==> config.mk <==
export PLATFORM = sky130hd
export DESIGN_NAME = sqrt_recon_flat
export DESIGN_NICKNAME = d
export VERILOG_FILES = /design/src/rtl/sqrt_recon_pkg.sv /design/src/rtl/sqrt_recon_if.sv /design/src/rtl/sqrt_recon_step.sv /design/src/rtl/sqrt_recon.sv /design/src/flat_wrapper.sv
export SDC_FILE = /design/constraint.sdc
export NUM_CORES = 1
export LEC_CHECK = 0
export CAP_MARGIN = 20
export CORE_AREA = 2 2 145 147
export CTS_CLUSTER_DIAMETER = 200
export DETAILED_ROUTE_END_ITERATION = 10
export DIE_AREA = 0 0 147 149
export GPL_TIMING_DRIVEN = 0
export REMOVE_ABC_BUFFERS = 1
export SLEW_MARGIN = 20
export SYNTH_ARGS = -nofsm -noshare
export SYNTH_HDL_FRONTEND = slang
export SYNTH_SLANG_ARGS = --single-unit
==> constraint.sdc <==
create_clock -name clk -period 13.5 [get_ports clk]
set_clock_uncertainty 0.15 [all_clocks]
set_input_delay 4.05 -clock clk [delete_from_list [all_inputs] [get_ports clk]]
set_output_delay 4.05 -clock clk [all_outputs]
set_load 0.01 [all_outputs]
==> src/rtl/sqrt_recon_pkg.sv <==
// Shared ALU definitions for the square-root pair: FSM state codes and the
// default operand widths used by both the sqrt unit and sqrt_recon.
package sqrt_recon_pkg;

   localparam logic [1:0] IDLE = 2'd0;
   localparam logic [1:0] CALC = 2'd1;
   localparam logic [1:0] DONE = 2'd2;

   localparam int INLEN = 32;
   localparam int QLEN  = INLEN / 2;
   localparam int RLEN  = INLEN / 2 + 1;

   // Bit count of the CALC counter; it must be able to hold qLen itself.
   function automatic int cnt_width(input int q_len);
      return $clog2(q_len) + 1;
   endfunction

endpackage

==> src/rtl/sqrt_recon_if.sv <==
// Request/result bundle for sqrt_recon.
// Handshake: the master raises start with q_in/r_in valid while busy is low;
// the slave captures them on that edge, holds busy until its one-cycle done
// pulse ends, and keeps out/rem_err stable from done until the next done.
interface sqrt_recon_if #(
   parameter int inLen = sqrt_recon_pkg::INLEN,
   parameter int qLen  = inLen / 2,
   parameter int rLen  = inLen / 2 + 1
);

   logic             start;
   logic [qLen-1:0]  q_in;
   logic [rLen-1:0]  r_in;
   logic [inLen-1:0] out;
   logic             rem_err;
   logic             busy;
   logic             done;

   modport master (
      output start, q_in, r_in,
      input  out, rem_err, busy, done
   );

   modport slave (
      input  start, q_in, r_in,
      output out, rem_err, busy, done
   );

endinterface

==> src/rtl/sqrt_recon_step.sv <==
// One CALC step of the shift-add squarer: adds the partial product(s) of q
// selected by the current bit index. Two bits per step when
// SQRT_RECON_RADIX4_EN is defined, one bit otherwise.
module sqrt_recon_step #(
   parameter int inLen = 32,
   parameter int qLen  = inLen / 2,
   parameter int CW    = 5
) (
   input  logic [inLen-1:0] acc_in,
   input  logic [qLen-1:0]  q_in,
   input  logic [CW-1:0]    idx,
   output logic [inLen-1:0] acc_out
);

   logic [inLen-1:0] q_ext;
   logic             bit0;
   logic [inLen-1:0] pp0;

   assign q_ext = inLen'(q_in);
   assign bit0  = |(q_ext & (inLen'(1) << idx));
   assign pp0   = bit0 ? (q_ext << idx) : '0;

`ifdef SQRT_RECON_RADIX4_EN
   logic [CW-1:0]    idx1;
   logic             bit1;
   logic [inLen-1:0] pp1;

   assign idx1    = idx + CW'(1);
   assign bit1    = |(q_ext & (inLen'(1) << idx1));
   assign pp1     = bit1 ? (q_ext << idx1) : '0;
   assign acc_out = acc_in + pp0 + pp1;
`else
   assign acc_out = acc_in + pp0;
`endif

endmodule

==> src/rtl/sqrt_recon.sv <==
// Reconstructs a radicand from a root/remainder pair: out = q*q + r, and flags
// remainders above 2q. Optional macro: SQRT_RECON_RADIX4_EN (two q bits/cycle).
module sqrt_recon
   import sqrt_recon_pkg::*;
#(
   parameter int inLen = INLEN,
   parameter int qLen  = inLen / 2,
   parameter int rLen  = inLen / 2 + 1
) (
   input  logic             clk,
   input  logic             reset,
   sqrt_recon_if.slave      bus,
   output logic [1:0]       dbg_state
);

   localparam int CW = cnt_width(qLen);

`ifdef SQRT_RECON_RADIX4_EN
   localparam logic [CW-1:0] STEP = CW'(2);
   localparam logic [CW-1:0] LAST = CW'(qLen - 2);
`else
   localparam logic [CW-1:0] STEP = CW'(1);
   localparam logic [CW-1:0] LAST = CW'(qLen - 1);
`endif

   logic [1:0]       state_q,   state_d;
   logic [CW-1:0]    cnt_q,     cnt_d;
   logic [inLen-1:0] acc_q,     acc_d;
   logic [qLen-1:0]  q_reg_q,   q_reg_d;
   logic [rLen-1:0]  r_reg_q,   r_reg_d;
   logic [inLen-1:0] out_q,     out_d;
   logic             rem_err_q, rem_err_d;
   logic             busy_q,    busy_d;
   logic             done_q,    done_d;

   logic [inLen-1:0] acc_step;
   logic [rLen:0]    r_wide;
   logic [rLen:0]    q_twice;

   sqrt_recon_step #(
      .inLen (inLen),
      .qLen  (qLen),
      .CW    (CW)
   ) u_step (
      .acc_in  (acc_q),
      .q_in    (q_reg_q),
      .idx     (cnt_q),
      .acc_out (acc_step)
   );

   // One extra bit on both sides so 2q cannot wrap in the compare.
   assign r_wide  = (rLen + 1)'(r_reg_q);
   assign q_twice = (rLen + 1)'(q_reg_q) << 1;

   always_comb begin
      state_d   = state_q;
      cnt_d     = cnt_q;
      acc_d     = acc_q;
      q_reg_d   = q_reg_q;
      r_reg_d   = r_reg_q;
      out_d     = out_q;
      rem_err_d = rem_err_q;
      busy_d    = busy_q;
      done_d    = 1'b0;

      // busy stays up through the done cycle, which also blocks a start there.
      if (done_q) begin
         busy_d = 1'b0;
      end

      case (state_q)
         IDLE: begin
            if (bus.start && !busy_q) begin
               q_reg_d = bus.q_in;
               r_reg_d = bus.r_in;
               acc_d   = inLen'(bus.r_in);
               cnt_d   = '0;
               busy_d  = 1'b1;
               state_d = CALC;
            end
         end
         CALC: begin
            acc_d = acc_step;
            cnt_d = cnt_q + STEP;
            if (cnt_q == LAST) begin
               state_d = DONE;
            end
         end
         DONE: begin
            out_d     = acc_q;
            rem_err_d = (r_wide > q_twice);
            done_d    = 1'b1;
            state_d   = IDLE;
         end
         default: begin
            state_d = IDLE;
         end
      endcase
   end

   always_ff @(posedge clk) begin
      if (reset) begin
         state_q   <= IDLE;
         cnt_q     <= '0;
         acc_q     <= '0;
         q_reg_q   <= '0;
         r_reg_q   <= '0;
         out_q     <= '0;
         rem_err_q <= 1'b0;
         busy_q    <= 1'b0;
         done_q    <= 1'b0;
      end else begin
         state_q   <= state_d;
         cnt_q     <= cnt_d;
         acc_q     <= acc_d;
         q_reg_q   <= q_reg_d;
         r_reg_q   <= r_reg_d;
         out_q     <= out_d;
         rem_err_q <= rem_err_d;
         busy_q    <= busy_d;
         done_q    <= done_d;
      end
   end

   assign bus.out     = out_q;
   assign bus.rem_err = rem_err_q;
   assign bus.busy    = busy_q;
   assign bus.done    = done_q;
   assign dbg_state   = state_q;

endmodule

==> src/flat_wrapper.sv <==
// flat-port wrapper written by rule: the top's interface ports become plain ports
module sqrt_recon_flat import sqrt_recon_pkg::*;
#(
   parameter int inLen = INLEN,
   parameter int qLen  = inLen / 2,
   parameter int rLen  = inLen / 2 + 1
)
  (clk, reset, dbg_state, bus_start, bus_q_in, bus_r_in, bus_out, bus_rem_err, bus_busy, bus_done);
  sqrt_recon_if #(.inLen(inLen), .qLen(qLen), .rLen(rLen)) bus_i ();
  input  logic clk;
  input  logic reset;
  output logic [1:0] dbg_state;
  input wire logic [$bits(bus_i.start)-1:0] bus_start;
  input wire logic [$bits(bus_i.q_in)-1:0] bus_q_in;
  input wire logic [$bits(bus_i.r_in)-1:0] bus_r_in;
  output wire logic [$bits(bus_i.out)-1:0] bus_out;
  output wire logic [$bits(bus_i.rem_err)-1:0] bus_rem_err;
  output wire logic [$bits(bus_i.busy)-1:0] bus_busy;
  output wire logic [$bits(bus_i.done)-1:0] bus_done;
  assign bus_i.start = bus_start;
  assign bus_i.q_in = bus_q_in;
  assign bus_i.r_in = bus_r_in;
  assign bus_out = bus_i.out;
  assign bus_rem_err = bus_i.rem_err;
  assign bus_busy = bus_i.busy;
  assign bus_done = bus_i.done;
  sqrt_recon #(.inLen(inLen), .qLen(qLen), .rLen(rLen)) u_core (.clk(clk), .reset(reset), .bus(bus_i), .dbg_state(dbg_state));
endmodule
Word level (Yosys, flattened, before mapping)
Index checks and enable logic that the tools add are counted.

Add/sub/neg operators: 2. Multiply operators: 0. Divide/modulo/power cells: 0. Order comparisons: 1. Equality and inequality tests: 5. Shift-type cells: 2. Muxes and demuxes: 12. Bitwise logic cells: 1. Reduce and logical (&&, ||, !) cells: 8.

Operators with widths (count): two-way mux 32 bit (2); case mux 32 bit (2 select lines) (1); adder 32 bit (1); bitwise AND 16 x 32 -> 32 bit (1); OR reduction 32 bit (1); left shift 1 x 5 -> 32 bit, first input constant (1); left shift 16 x 5 -> 32 bit (1); greater-than comparator 17 bit (1); case mux 5 bit (2 select lines) (1); AND reduction 2 bit (3); adder 5 x 1 -> 5 bit, second input constant (1); equality test 5 x 4 -> 1 bit, second input constant (1); two-way mux 5 bit (1); two-way mux 1 bit (4); two-way mux 2 bit (2); inequality test 2 x 1 -> 1 bit, second input constant (2); case mux 2 bit (2 select lines) (1); equality test 2 x 1 -> 1 bit, second input constant (1); equality test 2 bit, second input constant (1); logical NOT 2 bit (1); nonzero test 2 bit (1); logical AND 1 bit (1); logical NOT 1 bit (1).

Flip-flop bits (word level): 107. Latch bits: 0. Memory bits (writable): 0. ROM bits: 0. Output and inout port bits: 37. Memories kept: 0.

Logic depth before layout (Yosys ltp)
Gate-level depths: netlist of the first run.

Depth after elaboration: 6. Depth in mapped cells: 23. Gate-level depth less buffers: 17.

By module
Synthesis of the first run repeated with hierarchy kept, for this count alone.

Cells, all modules: 953. Area, all modules: 7019.2 sq um.

By module, submodules not included: sqrt_recon (instances 1, cells an instance 529, area each 4210.3 sq um); sqrt_recon_step (instances 1, cells an instance 424, area each 2808.9 sq um).

Worst setup path after synthesis of the first run
OpenSTA, ideal clock, no wires.

Kind: in2reg. Start: input port bus_start. End: register u_core.q_reg_q[12]. Arrival time: 5.272 ns. Slack: 7.946 ns. Stages: 6. Buffers on the path: 3. Cell sequence: or4b_2 clkbuf_1 clkbuf_1 buf_1 nand2_1 a21oi_1.

Longest elaborated chain between the ends: 2.

RTL lines: start, declared (RTL line flat_wrapper.sv:13) `input wire logic [$bits(bus_i.start)-1:0] bus_start;`; logical AND 1 bit (RTL line sqrt_recon.sv:73) `if (bus.start && !busy_q) begin`; AND reduction 2 bit (no line); end signal, assigned (RTL line sqrt_recon.sv:116) `q_reg_q <= q_reg_d;`; end, declared (RTL line sqrt_recon.sv:29) `logic [qLen-1:0] q_reg_q, q_reg_d;`.

No other way between the ends. A chain may end at the register's enable or synchronous reset.

Worst setup path after layout of the first run
Start: register u_core.cnt_q[1]. End: register u_core.acc_q[31].

Longest elaborated chain between the ends: 6. Elaborated cells on any way between the ends: 7. Those cells by class: 1 x add/sub; 2 x shift; 2 x mux; 1 x bitwise; 1 x reduce/logical.

RTL lines: start, declared (RTL line sqrt_recon.sv:27) `logic [CW-1:0] cnt_q, cnt_d;`; start signal, assigned (RTL line sqrt_recon.sv:114) `cnt_q <= cnt_d;`; left shift 1 x 5 -> 32 bit (RTL line sqrt_recon_step.sv:20) `assign bit0 = |(q_ext & (inLen'(1) << idx));`; bitwise AND 16 x 32 -> 32 bit (RTL line sqrt_recon_step.sv:20); OR reduction 32 bit (RTL line sqrt_recon_step.sv:20); two-way mux 32 bit (*) (RTL line sqrt_recon_step.sv:21) `assign pp0 = bit0 ? (q_ext << idx) : '0;`; adder 32 bit (*) (RTL line sqrt_recon_step.sv:33) `assign acc_out = acc_in + pp0;`; case mux 32 bit (2 select lines) (*) (RTL line sqrt_recon.sv:71) `case (state_q)`; end signal, assigned (RTL line sqrt_recon.sv:105) `acc_q <= '0;`; end signal, assigned (RTL line sqrt_recon.sv:115) `acc_q <= acc_d;`; end, declared (RTL line sqrt_recon.sv:28) `logic [inLen-1:0] acc_q, acc_d;`.

Every way passes the cells marked *; elsewhere a longest branch is shown, timed or not.

==> out/qor.txt, run 1 <==
final global-route overflow total = 0
Final Hold Slack = 305 ps
die width = 147 microns
largest net degree at the start of global routing = 56
synth top area cells = sky130_fd_sc_hd__dfxtp_1 (31%), sky130_fd_sc_hd__nand2_1 (12%), sky130_fd_sc_hd__ha_1 (9.9%)
number of nets in the final layout = 1,051
number of detailed-route iterations in the first pass = 5
Avg Inst Size Synth = 7.42 sq um
layout cell share with drive strength beyond 1 = 5.18%
arrival time at the worst endpoint = 6440 ps
synthesized instance count = 924
Clock Root Buffer = sky130_fd_sc_hd__clkbuf_16
element type at the critical path end = flip-flop
clock latency reported for the late side of the worst-skew pair = 370 ps
PnR Total Power = 0.752 mW
initial standard-cell utilization of the core = 33.3%
vias after detailed routing = 6,368
Die Outline Area = 0.0219 sq mm
HPWL Detailed = 14,600 microns
kind of start point of the critical path = flip-flop
Post-synth EDFFs = 0
Most used DFF post-synth = sky130_fd_sc_hd__dfxtp_1
total track usage = 17.7%
remaining antenna violation count = 0
iteration-0 DRC count of the detailed router = 532
max-slew headroom at the worst pin = 27.8%
crit-path max cell delay = 1040 ps
cell with the largest stage delay on the worst path = sky130_fd_sc_hd__dfxtp_1
worst setup path category = flip-flop to flip-flop
power density normalized to cell area = 92.5 mW/mm^2
detail-routed via count per cell = 5.14
Tightest Pin Transition = 1080 ps
worst ir drop on vdd = 0.0000648 V
count of state elements after synthesis = 107
core area = 0.0206 sq mm
maximum count of clock buffers along a single path = 2
Final setup violation count = 0
fillcell total = 2,225
data required time at the worst endpoint = 13,600 ps
wire length of the first global-routing pass = 31,100 microns
count of instances resized after the clock tree is built = 0
result of the run = completed
Port Buffers = 72
# clock sinks = 107
weighted congestion at the end of routability-driven global placement = 0.917
clock buffer count from CTS = 9
count leader, synth = sky130_fd_sc_hd__nand2_1
crit share post-route = 47.0%
post-synthesis sequential area ratio = 31.3%
synthesized cell area = 0.00685 sq mm
Area Overhead vs Synth = 18.6%
maximum level of the CTS H-tree = 3
Total Negative Setup Slacks = 0 ps
final worst path period need = 6340 ps
Ys Warns = 0
setup repair after global routing missed its margin = false
site row count = 53
Hold WC Path Type = flip-flop to flip-flop
total detailed-routing wirelength = 19,300 microns
hold-fix buffer count after cts = 0
number of design rule violations left after detail routing = 0
utilization after layout = 39.5%
share of the synthesized area in the top cell type = 31.3%
Max Clk Rate = 158 MHz
diodes inserted = 0
Die Height = 149 microns
async set-or-reset flop fraction in the synthesized netlist = 0%
kind of cell adding the most delay to the critical path = compound AO/OA/AOI/OAI gates
number of hold violations in the final report = 0
vias in the first global route = 5,865
cell types with the highest counts after synthesis = sky130_fd_sc_hd__nand2_1 (220), sky130_fd_sc_hd__a21oi_1 (124), sky130_fd_sc_hd__dfxtp_1 (107)
CTS tree = yes
number of max-capacitance violations reported = 0
final-report max-slew violation count = 0
static power due to leakage = 3.01 nW
clock-pin slew reported for the worst setup and hold paths after clock tree synthesis = 80 ps
count of different cell masters after synthesis = 73
cell type with the highest aggregate area in the netlist = sky130_fd_sc_hd__dfxtp_1
num ports = 73
Critical path buffers and inverters = 1
number of buffers inserted by post-CTS setup repair = 0
largest fanout on the critical path = 25
Critical Path, Cell by Cell = inv_1, ha_1, a222oi_1, nand2_1, a222oi_1, or3_1, and2_0, a211oi_1, ha_1, a2111oi_2, o21ai_1, o21ai_2, nor4_4, o21ai_1, nand2_1, a41oi_1, mux2_1
number of antenna violations at the first check in global routing = 0
wire length per cell after detailed routing = 15.6 microns
report_power, final:
group / switching [mW] / total [mW] / leakage, nW / internal, mW
Combinational: 0.0735 / 0.125 / 1.99 / 0.0514
Sequential: 0.0172 / 0.345 / 0.870 / 0.328
Clock: 0.131 / 0.282 / 0.147 / 0.151
Total: 0.222 / 0.752 / 3.01 / 0.530
stage by stage:
stage,instance area [sq um],instances,worst slack (ps)
after floorplan,6600,867,5070
after global placement,7660,1214,986
after detailed placement,7820,1224,7100
after CTS,8130,1240,7210
after global routing,8130,1240,6660
final,8130,1240,7160
layout by cell type, fill, tap and decap left out, drive strengths merged, types with 2 or more instances in the layout:
| cell type | n |
|---|---|
| a211oi | 10 |
| a21boi | 3 |
| a21o | 14 |
| a21oi | 124 |
| a222oi | 5 |
| a22oi | 2 |
| a311oi | 5 |
| a31oi | 20 |
| a41oi | 2 |
| and2 | 9 |
| and3 | 6 |
| buf | 11 |
| clkbuf | 10 |
| clkdlybuf4s50 | 71 |
| clkinv | 3 |
| clkinvlp | 2 |
| dfxtp | 107 |
| ha | 54 |
| inv | 23 |
| mux2 | 3 |
| mux2i | 23 |
| nand2 | 220 |
| nand2b | 6 |
| nand3 | 16 |
| nand3b | 2 |
| nand4 | 10 |
| nor2 | 73 |
| nor2b | 7 |
| nor3 | 7 |
| nor3b | 5 |
| nor4 | 3 |
| nor4b | 2 |
| o21a | 7 |
| o21ai | 46 |
| o21bai | 2 |
| o31ai | 5 |
| or3 | 3 |
| xnor2 | 14 |
| xor2 | 10 |
layer usage:
metal | vias up | share of wire (%) | track usage (%)
met1 | 2889 | 49 | 24.7
met4 | 0 | 1.4 | 4.52
met3 | 18 | 4.6 | 3.36
li1 | 3303 | - | -
met2 | 158 | 45 | 28.1
met5 | - | 0 | 0
cells by family (layout without fill, tap and decap cells):
kind of cell	count (synthesis)	after routing	share of synthesized area, %
AOI/OAI and AO/OA	259	259	23.0
muxes	26	26	3.85
buffers and inverters	80	121	4.97
adders and majority gates	55	55	10.2
and+or+nand+nor	373	373	23.8
DFF	107	107	31.3
xor gates and xnor gates	24	24	3.07
path summary, 6_finish.rpt:
kind | slack (ps) | endpoint | from | cells past startpoint
worst max-delay path | 7160 | u_core.acc_q[31]$_SDFFE_PP0P_ | u_core.cnt_q[1]$_SDFFE_PP0P_ | 17
worst min-delay path | 310 | u_core.bus.out[12]$_SDFFE_PP0P_ | u_core.bus.out[12]$_SDFFE_PP0P_ | 2
worst max register to register | 7160 | u_core.acc_q[31]$_SDFFE_PP0P_ | u_core.cnt_q[1]$_SDFFE_PP0P_ | 17
worst min register to register | 310 | u_core.bus.out[12]$_SDFFE_PP0P_ | u_core.bus.out[12]$_SDFFE_PP0P_ | 2
final cells by class:
type	instances	area, sq um	share of cell area (%)
Clock buffer	10	239	2.94
Clock inverter	6	73.8	0.908
Inverter	23	86.3	1.06
Multi-Input combinational cell	737	4400	54.1
Sequential cell	107	2140	26.3
Tap cell	275	344	4.23
Timing Repair Buffer	82	848	10.4
flip-flops by register name (all words and copies together), names as in the netlist:
signal / flops
u_core.dbg_state: 2
u_core.q_reg_q: 16
u_core.r_reg_q: 17
u_core.bus.done: 1
u_core.acc_q: 32
u_core.bus.out: 32
u_core.bus.busy: 1
u_core.bus.rem_err: 1
u_core.cnt_q: 5
tightest hold or removal path, stage by stage, from the launching register on:
cell and delay (ps):
sky130_fd_sc_hd__dfxtp_1 310, sky130_fd_sc_hd__nand2_1 50, sky130_fd_sc_hd__a21oi_1 50
(Power assumes the default switching activity.)
==> run 2, diff against run 1 <==
==> constraint.sdc (replaced) <==
create_clock -name clk -period 5.6 [get_ports clk]
set_clock_uncertainty 0.15 [all_clocks]
set_input_delay 1.68 -clock clk [delete_from_list [all_inputs] [get_ports clk]]
set_output_delay 1.68 -clock clk [all_outputs]
set_load 0.01 [all_outputs]
==> out/qor.txt, run 2 (synthesis gave the netlist of run 1 again) <==
Area Overhead vs Synth = 18.8%
Hold WC Path Type = flip-flop to flip-flop
largest fanout on the critical path = 24 (-4.0%)
setup slack on the worst flop-to-flop path = 450 ps (-6710 ps)
number of design rule violations left after detail routing = 0 (unchanged)
arrival time at the worst endpoint = 5250 ps (-1190 ps)
clock-pin slew reported for the worst setup and hold paths after clock tree synthesis = 80 ps (about the same)
cell with the largest stage delay on the worst path = sky130_fd_sc_hd__dfxtp_1
highest-count cells in the layout ignoring fill and taps = sky130_fd_sc_hd__nand2_1 (220), sky130_fd_sc_hd__a21oi_1 (124), sky130_fd_sc_hd__dfxtp_1 (105)
iteration-0 DRC count of the detailed router = 553 (+3.9%)
utilization after layout = 39.6% (+0.067 points)
number of antenna violations at the first check in global routing = 0 (unchanged)
HPWL Detailed = 14,600 microns (unchanged)
worst ir drop on vdd = 0.000155 V (+140%)
static power due to leakage = 3.01 nW (+0.15%)
remaining antenna violation count = 0 (unchanged)
Die Outline Area = 0.0219 sq mm (unchanged)
worst setup path category = flip-flop to flip-flop
weighted congestion at the end of routability-driven global placement = 0.917 (unchanged)
vias after detailed routing = 6,340 (-0.44%)
hold path startpoint = u_core.bus.out[12]$_SDFFE_PP0P_
result of the run = completed
detail-routed via count per cell = 5.11 (-0.44%)
most frequent standard cell in the layout excluding fill and tap cells = sky130_fd_sc_hd__nand2_1
power density normalized to cell area = 223 mW/mm^2 (+140%)
number of max-capacitance violations reported = 0 (unchanged)
wire length of the first global-routing pass = 31,100 microns (unchanged)
clock buffer count from CTS = 9 (unchanged)
kind of start point of the critical path = flip-flop
layout cell share with drive strength beyond 1 = 5.60% (+0.41 points)
core area = 0.0206 sq mm (unchanged)
site row count = 53 (unchanged)
# clock sinks = 107 (unchanged)
number of buffers inserted by post-CTS setup repair = 0 (unchanged)
footprint of the multi-input gates = 0.00440 sq mm (+0.14%)
max-slew headroom at the worst pin = 34.2% (+6.4 points)
Die Height = 149 microns (unchanged)
startpoint of the lowest-slack register-to-register path = u_core.cnt_q[2]$_SDFFE_PP0P_
Critical Path, Cell by Cell = inv_2, ha_1, a221o_1, nand3_1, and2_2, a211oi_1, ha_1, a2111oi_2, o21ai_1, o21ai_2, nor4_4, o21ai_1, nand2_1, a41oi_1, mux2_1
final-report max-slew violation count = 0 (unchanged)
hold-fix buffer count after cts = 0 (unchanged)
Tightest Pin Transition = 986 ps (-95.1 ps)
CTS tree = yes
Final setup violation count = 0 (unchanged)
Total Negative Setup Slacks = 0 ps (unchanged)
num ports = 73 (unchanged)
maximum count of clock buffers along a single path = 2 (unchanged)
first element of the critical path = u_core.cnt_q[2]$_SDFFE_PP0P_
number of hold violations in the final report = 0 (unchanged)
fillcell total = 2,225 (unchanged)
diodes inserted = 0 (unchanged)
clock latency reported for the late side of the worst-skew pair = 370 ps (about the same)
element type at the critical path end = flip-flop
die width = 147 microns (unchanged)
largest net degree at the start of global routing = 56 (unchanged)
Clock Root Buffer = sky130_fd_sc_hd__clkbuf_16
final worst path period need = 5150 ps (-1190 ps)
total track usage = 17.7% (unchanged)
crit-path max cell delay = 900 ps (-140 ps)
setup repair after global routing missed its margin = false
number of detailed-route iterations in the first pass = 6 (+1)
data required time at the worst endpoint = 5700 ps (-7900 ps)
maximum level of the CTS H-tree = 3 (unchanged)
number of nets in the final layout = 1,051 (unchanged)
crit share post-route = 92.0% (+45 points)
vias in the first global route = 5,867 (+0.034%)
area taken by flip-flops and latches = 0.00215 sq mm (+0.35%)
Port Buffers = 72 (unchanged)
wire length per cell after detailed routing = 15.5 microns (about the same)
total detailed-routing wirelength = 19,300 microns (about the same)
initial standard-cell utilization of the core = 33.3% (unchanged)
final global-route overflow total = 0 (unchanged)
Max Clk Rate = 194 MHz (+23%)
run 2: final timing paths:
kind,cells past startpoint,endpoint
worst max-delay path,15,u_core.acc_q[31]$_SDFFE_PP0P_
worst min-delay path,2,u_core.bus.out[12]$_SDFFE_PP0P_
worst max register to register,15,u_core.acc_q[31]$_SDFFE_PP0P_
worst min register to register,2,u_core.bus.out[12]$_SDFFE_PP0P_
run 2: metrics by stage:
step / cell area, sq um / setup WS (ps) / hold slack, ps / total power [mW] / std cells
floorplan: 6600 / -464 / 276 / 1.03 / 867
global placement: 7660 / -4540 / 292 / 1.14 / 1214
detailed placement: 7820 / -652 / 299 / 1.15 / 1224
CTS: 8130 / 143 / 310 / 1.83 / 1240
global route: 8140 / 66.3 / 331 / 1.91 / 1240
finish: 8140 / 450 / 305 / 1.81 / 1240
run 2: what timing repair did:
item / 4_1_cts / 5_1_grt
gates resized for setup: 4 / 3
pin swaps: 0 / 0
setup endpoints to repair: 17 / 9
run 2: layer usage:
layer | track usage, % | routed length (microns)
met5 | 0 | 0
met4 | 4.52 | 266
met2 | 28.1 | 8530
met1 | 24.7 | 9580
met3 | 3.36 | 895
run 2: layout make-up:
cell class,count,area share [%]
clock buffer,10,2.93
clock inverter,6,0.906
inverter,23,1.06
multi-input combinational,737,54.1
sequential,107,26.4
tap,275,4.22
timing repair buffer,82,10.4
run 2: report_power, final:
part	internal (mW)	switching [mW]	total, mW
clock	0.364	0.315	0.679
sequential	0.791	0.0411	0.832
combinational	0.124	0.178	0.302
total	1.28	0.534	1.81
run 2: critical path, delay by kind of cell, from the launching register on:
family | cells | cell delay, ps
AND/OR/NAND/NOR | 4 | 880
flip-flops | 1 | 900
AO/OA/AOI/OAI | 7 | 1660
adder cells (fa/ha/maj) | 2 | 730
buffers and inverters | 1 | 350
multiplexers | 1 | 340
